[src/rtl/hazard_scoreboard_if.sv]
// Decode-to-scoreboard interface.
// Carries the instruction presented by the decode stage (valid, sources,
// destination, class, flush) and returns the hazard verdict (stall),
// mult/div occupancy (md_busy) and the saturating stalled-cycle count.
//   master : decode stage; drives the instruction and reads the verdict
//   slave  : hazard scoreboard; reads the instruction and drives the verdict
interface hazard_scoreboard_if #(
  parameter int REG_ADDR_W = 5
);
  logic                  in_valid;
  logic [REG_ADDR_W-1:0] src_a;
  logic [REG_ADDR_W-1:0] src_b;
  logic                  src_a_en;
  logic                  src_b_en;
  logic [REG_ADDR_W-1:0] dst;
  logic                  dst_en;
  logic [1:0]            cls;
  logic                  flush;
  logic                  stall;
  logic                  md_busy;
  logic [15:0]           stall_cnt;

  modport master (
    output in_valid, src_a, src_b, src_a_en, src_b_en, dst, dst_en, cls, flush,
    input  stall, md_busy, stall_cnt
  );

  modport slave (
    input  in_valid, src_a, src_b, src_a_en, src_b_en, dst, dst_en, cls, flush,
    output stall, md_busy, stall_cnt
  );
endinterface

[src/rtl/hazard_scoreboard.sv]
// Register hazard scoreboard for an in-order decode stage.
// Tracks per-register countdowns of outstanding producer latency and a
// mult/div occupancy counter, and stalls decode on RAW, WAW and mult/div
// structural hazards. A hazard-free instruction issues in the cycle it is
// presented.
// Ports:
//   clock   : rising-edge clock
//   reset_n : asynchronous active-low reset
//   dec     : hazard_scoreboard_if.slave (instruction in, stall/md_busy/stall_cnt out)
module hazard_scoreboard #(
  parameter int REG_ADDR_W = 5,
  parameter int LOAD_LAT   = 1,
  parameter int MD_LAT     = 32,
  parameter int CNT_W      = 6
) (
  input  logic                clock,
  input  logic                reset_n,
  hazard_scoreboard_if.slave  dec
);

  localparam int NREG = 1 << REG_ADDR_W;

  localparam logic [CNT_W-1:0] LOAD_LAT_C = CNT_W'(LOAD_LAT);
  localparam logic [CNT_W-1:0] MD_LAT_C   = CNT_W'(MD_LAT);
  localparam logic [CNT_W-1:0] ONE_C      = CNT_W'(1);

  localparam logic [1:0] CLS_LOAD = 2'b01;
  localparam logic [1:0] CLS_MD   = 2'b10;

  // Entry 0 is never written, so r0 reads as "no outstanding producer".
  logic [CNT_W-1:0] cnt_q [NREG];
  logic [CNT_W-1:0] cnt_d [NREG];
  logic [CNT_W-1:0] md_cnt_q, md_cnt_d;
  logic [15:0]      stall_cnt_q, stall_cnt_d;

  logic [CNT_W-1:0] new_lat;
  logic             raw_a, raw_b, waw, strct;
  logic             stall, issue;
  logic             wr_dst;

  // Hazard detection (combinational, zero added latency)
  always_comb begin
    new_lat = '0;
    if (dec.cls == CLS_LOAD)    new_lat = LOAD_LAT_C;
    else if (dec.cls == CLS_MD) new_lat = MD_LAT_C;

    raw_a = dec.src_a_en && (dec.src_a != '0) && (cnt_q[dec.src_a] != '0);
    raw_b = dec.src_b_en && (dec.src_b != '0) && (cnt_q[dec.src_b] != '0);
    // A new writer may not finish before an older writer of the same register.
    waw   = dec.dst_en && (dec.dst != '0) && (cnt_q[dec.dst] > new_lat);
    strct = (dec.cls == CLS_MD) && (md_cnt_q != '0);

    stall  = dec.in_valid && !dec.flush && (raw_a || raw_b || waw || strct);
    issue  = dec.in_valid && !stall && !dec.flush;
    wr_dst = issue && dec.dst_en && (dec.dst != '0);
  end

  // Next-state for countdowns and statistics
  always_comb begin
    cnt_d       = cnt_q;
    md_cnt_d    = md_cnt_q;
    stall_cnt_d = stall_cnt_q;

    if (dec.flush) begin
      cnt_d    = '{default: '0};
      md_cnt_d = '0;
    end else begin
      for (int r = 1; r < NREG; r++) begin
        if (wr_dst && (dec.dst == REG_ADDR_W'(r))) begin
          // cls 11 falls into the single-cycle case together with 00.
          cnt_d[r] = new_lat;
        end else if (cnt_q[r] != '0) begin
          cnt_d[r] = cnt_q[r] - ONE_C;
        end
      end

      if (issue && (dec.cls == CLS_MD)) begin
        md_cnt_d = MD_LAT_C;
      end else if (md_cnt_q != '0) begin
        md_cnt_d = md_cnt_q - ONE_C;
      end
    end

    if (stall && (stall_cnt_q != 16'hFFFF)) begin
      stall_cnt_d = stall_cnt_q + 16'd1;
    end
  end

  // State registers
  always_ff @(posedge clock or negedge reset_n) begin
    if (!reset_n) begin
      cnt_q       <= '{default: '0};
      md_cnt_q    <= '0;
      stall_cnt_q <= '0;
    end else begin
      cnt_q       <= cnt_d;
      md_cnt_q    <= md_cnt_d;
      stall_cnt_q <= stall_cnt_d;
    end
  end

  assign dec.stall     = stall;
  assign dec.md_busy   = (md_cnt_q != '0);
  assign dec.stall_cnt = stall_cnt_q;

endmodule

[src/flat_wrapper.sv]
// flat-port wrapper written by rule: the top's interface ports become plain ports
module hazard_scoreboard_flat 
#(
  parameter int REG_ADDR_W = 5,
  parameter int LOAD_LAT   = 1,
  parameter int MD_LAT     = 32,
  parameter int CNT_W      = 6
)
  (clock, reset_n, dec_in_valid, dec_src_a, dec_src_b, dec_src_a_en, dec_src_b_en, dec_dst, dec_dst_en, dec_cls, dec_flush, dec_stall, dec_md_busy, dec_stall_cnt);
  hazard_scoreboard_if #(.REG_ADDR_W(REG_ADDR_W)) dec_i ();
  input  logic clock;
  input  logic reset_n;
  input wire logic [$bits(dec_i.in_valid)-1:0] dec_in_valid;
  input wire logic [$bits(dec_i.src_a)-1:0] dec_src_a;
  input wire logic [$bits(dec_i.src_b)-1:0] dec_src_b;
  input wire logic [$bits(dec_i.src_a_en)-1:0] dec_src_a_en;
  input wire logic [$bits(dec_i.src_b_en)-1:0] dec_src_b_en;
  input wire logic [$bits(dec_i.dst)-1:0] dec_dst;
  input wire logic [$bits(dec_i.dst_en)-1:0] dec_dst_en;
  input wire logic [$bits(dec_i.cls)-1:0] dec_cls;
  input wire logic [$bits(dec_i.flush)-1:0] dec_flush;
  output wire logic [$bits(dec_i.stall)-1:0] dec_stall;
  output wire logic [$bits(dec_i.md_busy)-1:0] dec_md_busy;
  output wire logic [$bits(dec_i.stall_cnt)-1:0] dec_stall_cnt;
  assign dec_i.in_valid = dec_in_valid;
  assign dec_i.src_a = dec_src_a;
  assign dec_i.src_b = dec_src_b;
  assign dec_i.src_a_en = dec_src_a_en;
  assign dec_i.src_b_en = dec_src_b_en;
  assign dec_i.dst = dec_dst;
  assign dec_i.dst_en = dec_dst_en;
  assign dec_i.cls = dec_cls;
  assign dec_i.flush = dec_flush;
  assign dec_stall = dec_i.stall;
  assign dec_md_busy = dec_i.md_busy;
  assign dec_stall_cnt = dec_i.stall_cnt;
  hazard_scoreboard #(.REG_ADDR_W(REG_ADDR_W), .LOAD_LAT(LOAD_LAT), .MD_LAT(MD_LAT), .CNT_W(CNT_W)) u_core (.clock(clock), .reset_n(reset_n), .dec(dec_i));
endmodule
[config.mk]
export PLATFORM = sky130hd
export DESIGN_NAME = hazard_scoreboard_flat
export DESIGN_NICKNAME = d
export VERILOG_FILES = /design/src/rtl/hazard_scoreboard_if.sv /design/src/rtl/hazard_scoreboard.sv /design/src/flat_wrapper.sv
export SDC_FILE = /design/constraint.sdc
export NUM_CORES = 1
export LEC_CHECK = 0
export CORE_MARGIN = 10
export CORE_UTILIZATION = 60
export CTS_CLUSTER_DIAMETER = 100
export DETAILED_ROUTE_END_ITERATION = 8
export PLACE_DENSITY_LB_ADDON = 0.1
export SLEW_MARGIN = 30
export SYNTH_ARGS = -nofsm -noshare
export SYNTH_HDL_FRONTEND = slang
export SYNTH_SLANG_ARGS = --single-unit
[constraint.sdc]
create_clock -name clock -period 14.6 [get_ports clock]
set_clock_uncertainty 0.15 [all_clocks]
set_input_delay 2.19 -clock clock [delete_from_list [all_inputs] [get_ports clock]]
set_output_delay 2.19 -clock clock [all_outputs]
set_load 0.01 [all_outputs]
=== Word level (Yosys, flattened, before mapping) ===
Index checks and enable logic that the tools add are counted.

* Register bits: 208
* Bits of input ports: 24
* Output and inout port bits: 18
* Word-level logic and storage cells: 304

* Add/sub/neg operators: 33
* $lt $le $gt $ge: 4
* Eq/ne operators: 34
* Multiplexer cells: 77
* Bitwise logic cells: 3
* Reduce and logical (&&, ||, !) cells: 120

{| class="wikitable"
|+ Operator list
! operator !! number
|-
| $mux W6 || 73
|-
| $reduce_bool A6 Y1 || 34
|-
| $sub A6 B1 Y6 const B || 32
|-
| $mux W186 || 1
|-
| $reduce_bool A3 Y1 || 32
|-
| $bmux W6 S5 || 3
|-
| $eq A5 B5 Y1 const B || 16
|-
| $logic_and A1 B1 Y1 || 46
|-
| $eq A5 B4 Y1 const B || 8
|-
| $eq A5 B3 Y1 const B || 4
|-
| $ge A6 B6 Y1 const B || 3
|-
| $not A5 Y6 || 3
|-
| $add A16 B1 Y16 const B || 1
|-
| $ne A16 B16 Y1 const B || 1
|-
| $reduce_bool A5 Y1 || 3
|-
| $eq A5 B2 Y1 const B || 2
|-
| $gt A6 B6 Y1 || 1
|-
| $eq A5 B1 Y1 const B || 1
|-
| $logic_or A1 B1 Y1 || 3
|-
| $eq A2 B1 Y1 const B || 1
|-
| $eq A2 B2 Y1 const B || 1
|-
| $logic_not A1 Y1 || 2
|}

=== Longest topological paths before layout ===
Gate-level depths: netlist of run 1.

* Depth in word-level cells: 18
* Mapped depth: 21
* Mapped depth without buffers: 15

=== Least setup slack after synthesis of run 1 ===
No wires, ideal clock.

* Path kind: input port to output port
* From: input dec_dst[0]
* To: output dec_stall
* Arrival: 6442 ps
* Required time: 12260 ps
* Setup slack: 5818 ps
* Cell stages on the path: 15
* Buffers on the path: 4
* Cell sequence: buf_2 -> buf_1 -> buf_1 -> clkbuf_1 -> mux4_2 -> mux4_2 -> nor2_1 -> a21oi_1 -> ha_1 -> a22oi_1 -> or4_1 -> or4_1 -> a22oi_2 -> and2_1 -> nor2_1

* Word-level cells in the longest chain between the ends: 9
* Elaborated cells between the ends (all ways): 11
* Those cells by class: 1 x order compare; 3 x mux; 1 x bitwise; 6 x reduce/logical

{| class="wikitable"
|+ Ends and longest elaborated chain
! what !! line !! text
|-
| start, declared || flat_wrapper.sv:18 || <nowiki>input wire logic [$bits(dec_i.dst)-1:0] dec_dst;</nowiki>
|-
| $not A5 Y6 (implied by the code) || hazard_scoreboard.sv:50 || <nowiki>waw = dec.dst_en && (dec.dst != '0) && (cnt_q[dec.dst] > new_lat);</nowiki>
|-
| $bmux W6 S5 || hazard_scoreboard.sv:50 ||
|-
| $mux W6 (implied by the code) (2 in a row) || hazard_scoreboard.sv:50 ||
|-
| $gt A6 B6 Y1 || hazard_scoreboard.sv:50 ||
|-
| $logic_and A1 B1 Y1 * || hazard_scoreboard.sv:50 ||
|-
| $logic_or A1 B1 Y1 * (2 in a row) || hazard_scoreboard.sv:53 || <nowiki>stall = dec.in_valid && !dec.flush && (raw_a || raw_b || waw || strct);</nowiki>
|-
| $logic_and A1 B1 Y1 * || hazard_scoreboard.sv:53 ||
|-
| end, declared || flat_wrapper.sv:22 || <nowiki>output wire logic [$bits(dec_i.stall)-1:0] dec_stall;</nowiki>
|}

Mark *: on every way between the ends. The rest lies on a longest branch, timed or not. The select of a mux whose other input is x is not followed.

=== Worst setup path in the final report of run 1 ===
* From: input dec_dst[1]
* To: output dec_stall

The elaborated chain is that of the path after synthesis.

==> results of run 1 <==
worst register-to-register path, stage by stage, from the launching register on:
cell and delay (ns):
dfrtp_1 0.50, mux4_2 0.49, mux4_2 0.46, a31oi_1 0.18, a21oi_1 0.10, ha_1 0.36, a22oi_1 0.12, or4_1 0.49
or4_1 0.44, a22oi_2 0.33, nand2_2 0.49, buf_4 0.42, or3_1 0.50, mux2_1 0.35
where the power goes:
group | internal, mW | switching (mW)
clock network | 0.367 | 0.249
logic | 0.738 | 0.849
registers | 0.795 | 0.354
total | 1.90 | 1.45
cells in the final DEF (no fill, tap or decap), drive strengths merged, types with 8 or more instances in the layout:
cell,n
clkbuf,35
a21oi,73
nor3b,8
nor3,140
o31a,9
inv,75
nand2b,8
buf,18
a2111oi,10
dfrtp,208
mux2,28
a31oi,10
clkdlybuf4s50,37
nor4,108
mux2i,44
nand2,105
xor2,41
mux4,33
o21ai,29
nand3,33
or4,13
and3,14
o31ai,9
or3,20
xnor2,90
a211oi,13
and4,10
nor2,190
nand4,8
ha,35
nor4b,9
nor2b,13
routing by layer:
layer | GRT usage, % | vias to the layer above | wire length [um] | part of all wire (%)
met5 | 0 | - | 0 | 0
met4 | 14.3 | 0 | 2250 | 5.4
met3 | 5.72 | 180 | 3720 | 9.0
met2 | 43.9 | 697 | 18800 | 45
met1 | 36.7 | 5985 | 16700 | 40
li1 | - | 5634 | - | -
metrics by stage:
step / setup slack [ns] / hold WS (ns) / power, mW / util (%) / instance area, um2
final: 5.36 / 0.345 / 3.35 / 67.5 / 15300
after global routing: 5.17 / 0.368 / 3.60 / 67.5 / 15300
after CTS: 5.47 / 0.348 / 3.32 / 67.3 / 15300
after detailed placement: 5.48 / 0.329 / 2.69 / 63.8 / 14500
after global placement: 5.55 / 0.326 / 2.64 / 63.7 / 14500
after floorplan: 5.82 / 0.354 / 2.28 / - / 13900
registers in the layout, summed over array words and instances (netlist names):
register / flops
u_core.cnt_q: 186
u_core.dec.stall_cnt: 16
u_core.md_cnt_q: 6
cell families after synthesis:
group,after synthesis,share of synthesized area [%]
mux,105,10.8
xor+xnor,131,8.26
buf+inv,148,4.23
compound gates,208,10.1
fa+ha+maj,35,3.15
simple gates,694,26.0
flops,208,37.5
final timing paths:
check | cells after the start | to | from | slack (ns)
worst max-delay path | 15 | dec_stall | dec_dst[1] | 5.36
worst min-delay path | 1 | u_core.dec.stall_cnt[9] | u_core.dec.stall_cnt[9] | 0.34
worst max register to register | 13 | u_core.cnt_q[132] | u_core.cnt_q[161] | 9.09
worst min register to register | 1 | u_core.dec.stall_cnt[9] | u_core.dec.stall_cnt[9] | 0.34
max in group asynchronous | 2 | u_core.dec.stall_cnt[1] | reset_n | 11.56
min in group asynchronous | 1 | u_core.cnt_q[59] | reset_n | 1.56
cell type report:
cell class                 count  area [um2]
fill                        1817        7390
clock inverter                 9        97.6
inverter                      75         282
timing repair buffer          56         520
multi-input combinational   1173        8160
tap                          285         357
clock buffer                  34         699
sequential                   208        5200
==> flow_summary.ini, run 1 <==
[clocking]
numCtsBuffers = 24
cts.sinks = 208
cts_resized = 0
cts_buffer_depth = 3
cts_tree = built
cts_hold_buf = 0
cts_htree_levels = 1
clk_pin_slew_ns = 0.06
clk_latency_ns = 0.54
root_buffer = clkbuf_16
postCtsSetupRepairBufs = 0

[route]
dr.first_iter.drc_count = 1502
ant_nets = 0
viasPerCell = 6.79
vias = 12496
drc = 0
wl_per_cell_um = 22.5
drt_pass1_iterations = 6
postRouteWirelength_mm = 41.5

[timing]
setup-tns-final_ns = 0
report.final.slew_viol_count = 0
max_freq_ghz = 0.108
setup_viol = 0
slew_headroom_pct = 31.9
worst_pin_slew_ns = 1.01
fin_crit_ns = 9.24
period_share_pct = 63.3
rsz0062_at_grt = no
final_hold_viol_count = 0

[yosys]
yosysWarnings = 0
synth_area_per_cell_um2 = 9.08
synthCells = 1529
async_reset_ff_share_pct = 100
ys_seq_area_share_pct = 37.5
synth_seq_cells = 208
synthMostInstantiatedCell = dfrtp_1
synth_nets = 1588
syn_area_um2 = 13900
synth_top_area_share_pct = 37.5
synth_area_leaders = dfrtp_1, xnor2_1, mux4_2
synthFlopType = dfrtp_1
synth-edff-count = 0
synth_cell_types = 71
synth_common_cells = dfrtp_1, nor2_1, nor3_1
yosys.area.top_type = dfrtp_1

[setup_path]
worstPathArrival_ns = 6.90
max_stage_delay_ns = 0.49
path_max_fanout = 38
critPathCaptureType = output port
crit_slowest_cell = or4_1
path_buf_inv = 3
worstPathRequired_ns = 12.26
start_kind = input pin
path_class = input pin to output port
path_cells = clkdlybuf4s50_1 -> buf_4 -> nor2_1 -> a22o_1 -> mux4_2 -> a31oi_1 -> a21oi_1 -> ha_1 -> a22oi_1 -> or4_1 -> or4_1 -> a22oi_2 -> and2_1 -> nor2_1 -> clkdlybuf4s50_1
critPathTopFamily = simple AND/OR/NAND/NOR gates

[layout]
instances_no_fill = 1840
drive_gt1_share_pct = 10.4
antenna_cells = 0
fin_nets = 1597
area_growth_pct = 10.3

[placement]
portBuffers = 41
dp.cells = 1797
place_congestion = 1.03
place_hpwl_mm = 29.3

[global_routing]
grt_pass1_vias = 12065
grt_pass1_wl_mm = 66.5
grt_start_max_net_pins = 88
antenna_found_initial = 0
grt-ovfl-total = 0
global_route.usage.total_pct = 28.2

[floorplanning]
chipWidth_um = 172
start_util_pct = 61.2
core_um2 = 22700
dieArea_um2 = 29600
die_h_um = 172
row_count = 55
ios = 42

[power_and_ir_drop]
vdd_drop_max_mv = 0.130
p_per_area_nw_per_um2 = 219
p_leak_nw = 6.23

[worst_hold_path]
hp-class = register to register

[outcome]
status = finished, final reports clean

[flow_run]
drv_cap = 0
No activity file was read; power rests on OpenSTA's default activity.
==> run 2: changes to the inputs <==
==> constraint.sdc (replaced) <==
create_clock -name clock -period 9.7 [get_ports clock]
set_clock_uncertainty 0.15 [all_clocks]
set_input_delay 1.455 -clock clock [delete_from_list [all_inputs] [get_ports clock]]
set_output_delay 1.455 -clock clock [all_outputs]
set_load 0.01 [all_outputs]
==> flow_summary.ini, run 2 (synthesized netlist as in run 1, its figures left out) <==
[floorplanning]
dieArea_um2 = 29600
start_util_pct = 61.2
row_count = 55
chipWidth_um = 172
ios = 42
core_um2 = 22700
die_h_um = 172

[placement]
portBuffers = 41
dp.cells = 1796
place_hpwl_mm = 29.8
place_congestion = 0.974
post_dp_cell_area_um2 = 14500
place_ws_ns = 1.61

[global_routing]
grt_pass1_wl_mm = 68.2
grt_pass1_vias = 12193
grt-ovfl-total = 0
grt_start_max_net_pins = 87
global_route.usage.total_pct = 29.2
antenna_found_initial = 1

[setup_path]
path_max_fanout = 21
worstPathArrival_ns = 6.58
start_kind = input pin
worstPathRequired_ns = 8.10
r2r-start = u_core.cnt_q[125]
critPathCaptureType = output port
crit_slowest_cell = clkdlybuf4s50_1
crit_start = dec_dst[1]
path_class = input pin to output port
reg2reg_depth = 13
max_stage_delay_ns = 1.02
path_cells = clkdlybuf4s50_1 -> buf_4 -> mux4_2 -> mux4_2 -> a31oi_1 -> a21oi_1 -> ha_1 -> a22oi_1 -> or4_1 -> or4_1 -> a22oi_2 -> and2_1 -> nor2_1 -> clkdlybuf4s50_1

[route]
vias = 12426
ant_nets = 0
dr.first_iter.drc_count = 1756
postRouteWirelength_mm = 42.5
drt_pass1_iterations = 5
drc = 0
viasPerCell = 6.76
wl_per_cell_um = 23.1

[layout]
fin_nets = 1596
instances_no_fill = 1839
layout_common_cells = dfrtp_1, nor2_1, nor3_1
largest-register = u_core.cnt_q
nFillCells = 1863
area_growth_pct = 10.3
stdcell_area_um2 = 15300
drive_gt1_share_pct = 10.4
largest_reg_flops = 186
final_common_cell = dfrtp_1

[clocking]
cts_htree_levels = 1
numCtsBuffers = 24
cts_tree = built
cts_buffer_depth = 3
cts_hold_buf = 0
root_buffer = clkbuf_16
clk_latency_ns = 0.54
postCtsSetupRepairBufs = 0
cts.sinks = 208
clk_pin_slew_ns = 0.06
cts_resized = 0

[timing]
fin_crit_ns = 8.19
max_freq_ghz = 0.122
setup-tns-final_ns = 0
slew_headroom_pct = 37.3
final_hold_viol_count = 0
worst_pin_slew_ns = 0.916
rsz0062_at_grt = no
setup_ws_ns = 1.51
period_share_pct = 84.4
report.final.slew_viol_count = 0
setup_viol = 0

[flow_run]
drv_cap = 0

[power_and_ir_drop]
p_per_area_nw_per_um2 = 329
p_leak_nw = 6.22
vdd_drop_max_mv = 0.223

[worst_hold_path]
hp-class = register to register
hold_depth = 1
min_from = u_core.dec.stall_cnt[11]

[outcome]
status = finished, final reports clean
## run 2: layer usage
layer / vias up / wire length (um) / GRT usage [%]
met5: - / 0 / 0
met4: 0 / 2320 / 14.3
met3: 172 / 4070 / 6.36
met2: 616 / 18900 / 44.9
met1: 5991 / 17200 / 38.3
li1: 5647 / - / -
## run 2: layout make-up
cell class | instances | area (um2) | share of cell area [%]
antenna | 1 | 2.50 | 0.0163
tap | 285 | 357 | 2.33
clock buffer | 35 | 702 | 4.58
multi-input combinational | 1173 | 8170 | 53.3
sequential | 208 | 5200 | 34.0
inverter | 75 | 282 | 1.84
timing repair buffer | 55 | 504 | 3.29
clock inverter | 7 | 101 | 0.662
## run 2: worst paths after layout
kind	end	slack [ns]
setup / recovery	dec_stall	1.51
hold / removal	u_core.dec.stall_cnt[11]	0.35
setup reg to reg	u_core.cnt_q[41]	4.29
hold reg to reg	u_core.dec.stall_cnt[11]	0.35
max in group asynchronous	u_core.cnt_q[127]	7.25
min in group asynchronous	u_core.cnt_q[68]	0.82
## run 2: critical path, delay by kind of cell
family          cells  cell delay (ns)
buf+inv             3             1.92
simple gates        4             1.28
mux                 2             0.80
compound gates      4             0.79
fa+ha+maj           1             0.33
## run 2: stage by stage
stage	power (mW)	hold WS (ns)	util [%]
final	5.03	0.346	67.5
after global routing	5.41	0.377	67.4
after CTS	5.00	0.351	67.4
after detailed placement	4.04	0.335	63.8
after global placement	3.98	0.329	63.6
after floorplan	3.43	0.354	-
## run 2: report_power, final
| part | leakage [nW] | internal [mW] | switching [mW] |
|---|---|---|---|
| Sequential | 2.73 | 1.20 | 0.526 |
| Combinational | 3.11 | 1.11 | 1.26 |
| Clock | 0.388 | 0.554 | 0.383 |
| Total | 6.22 | 2.86 | 2.17 |
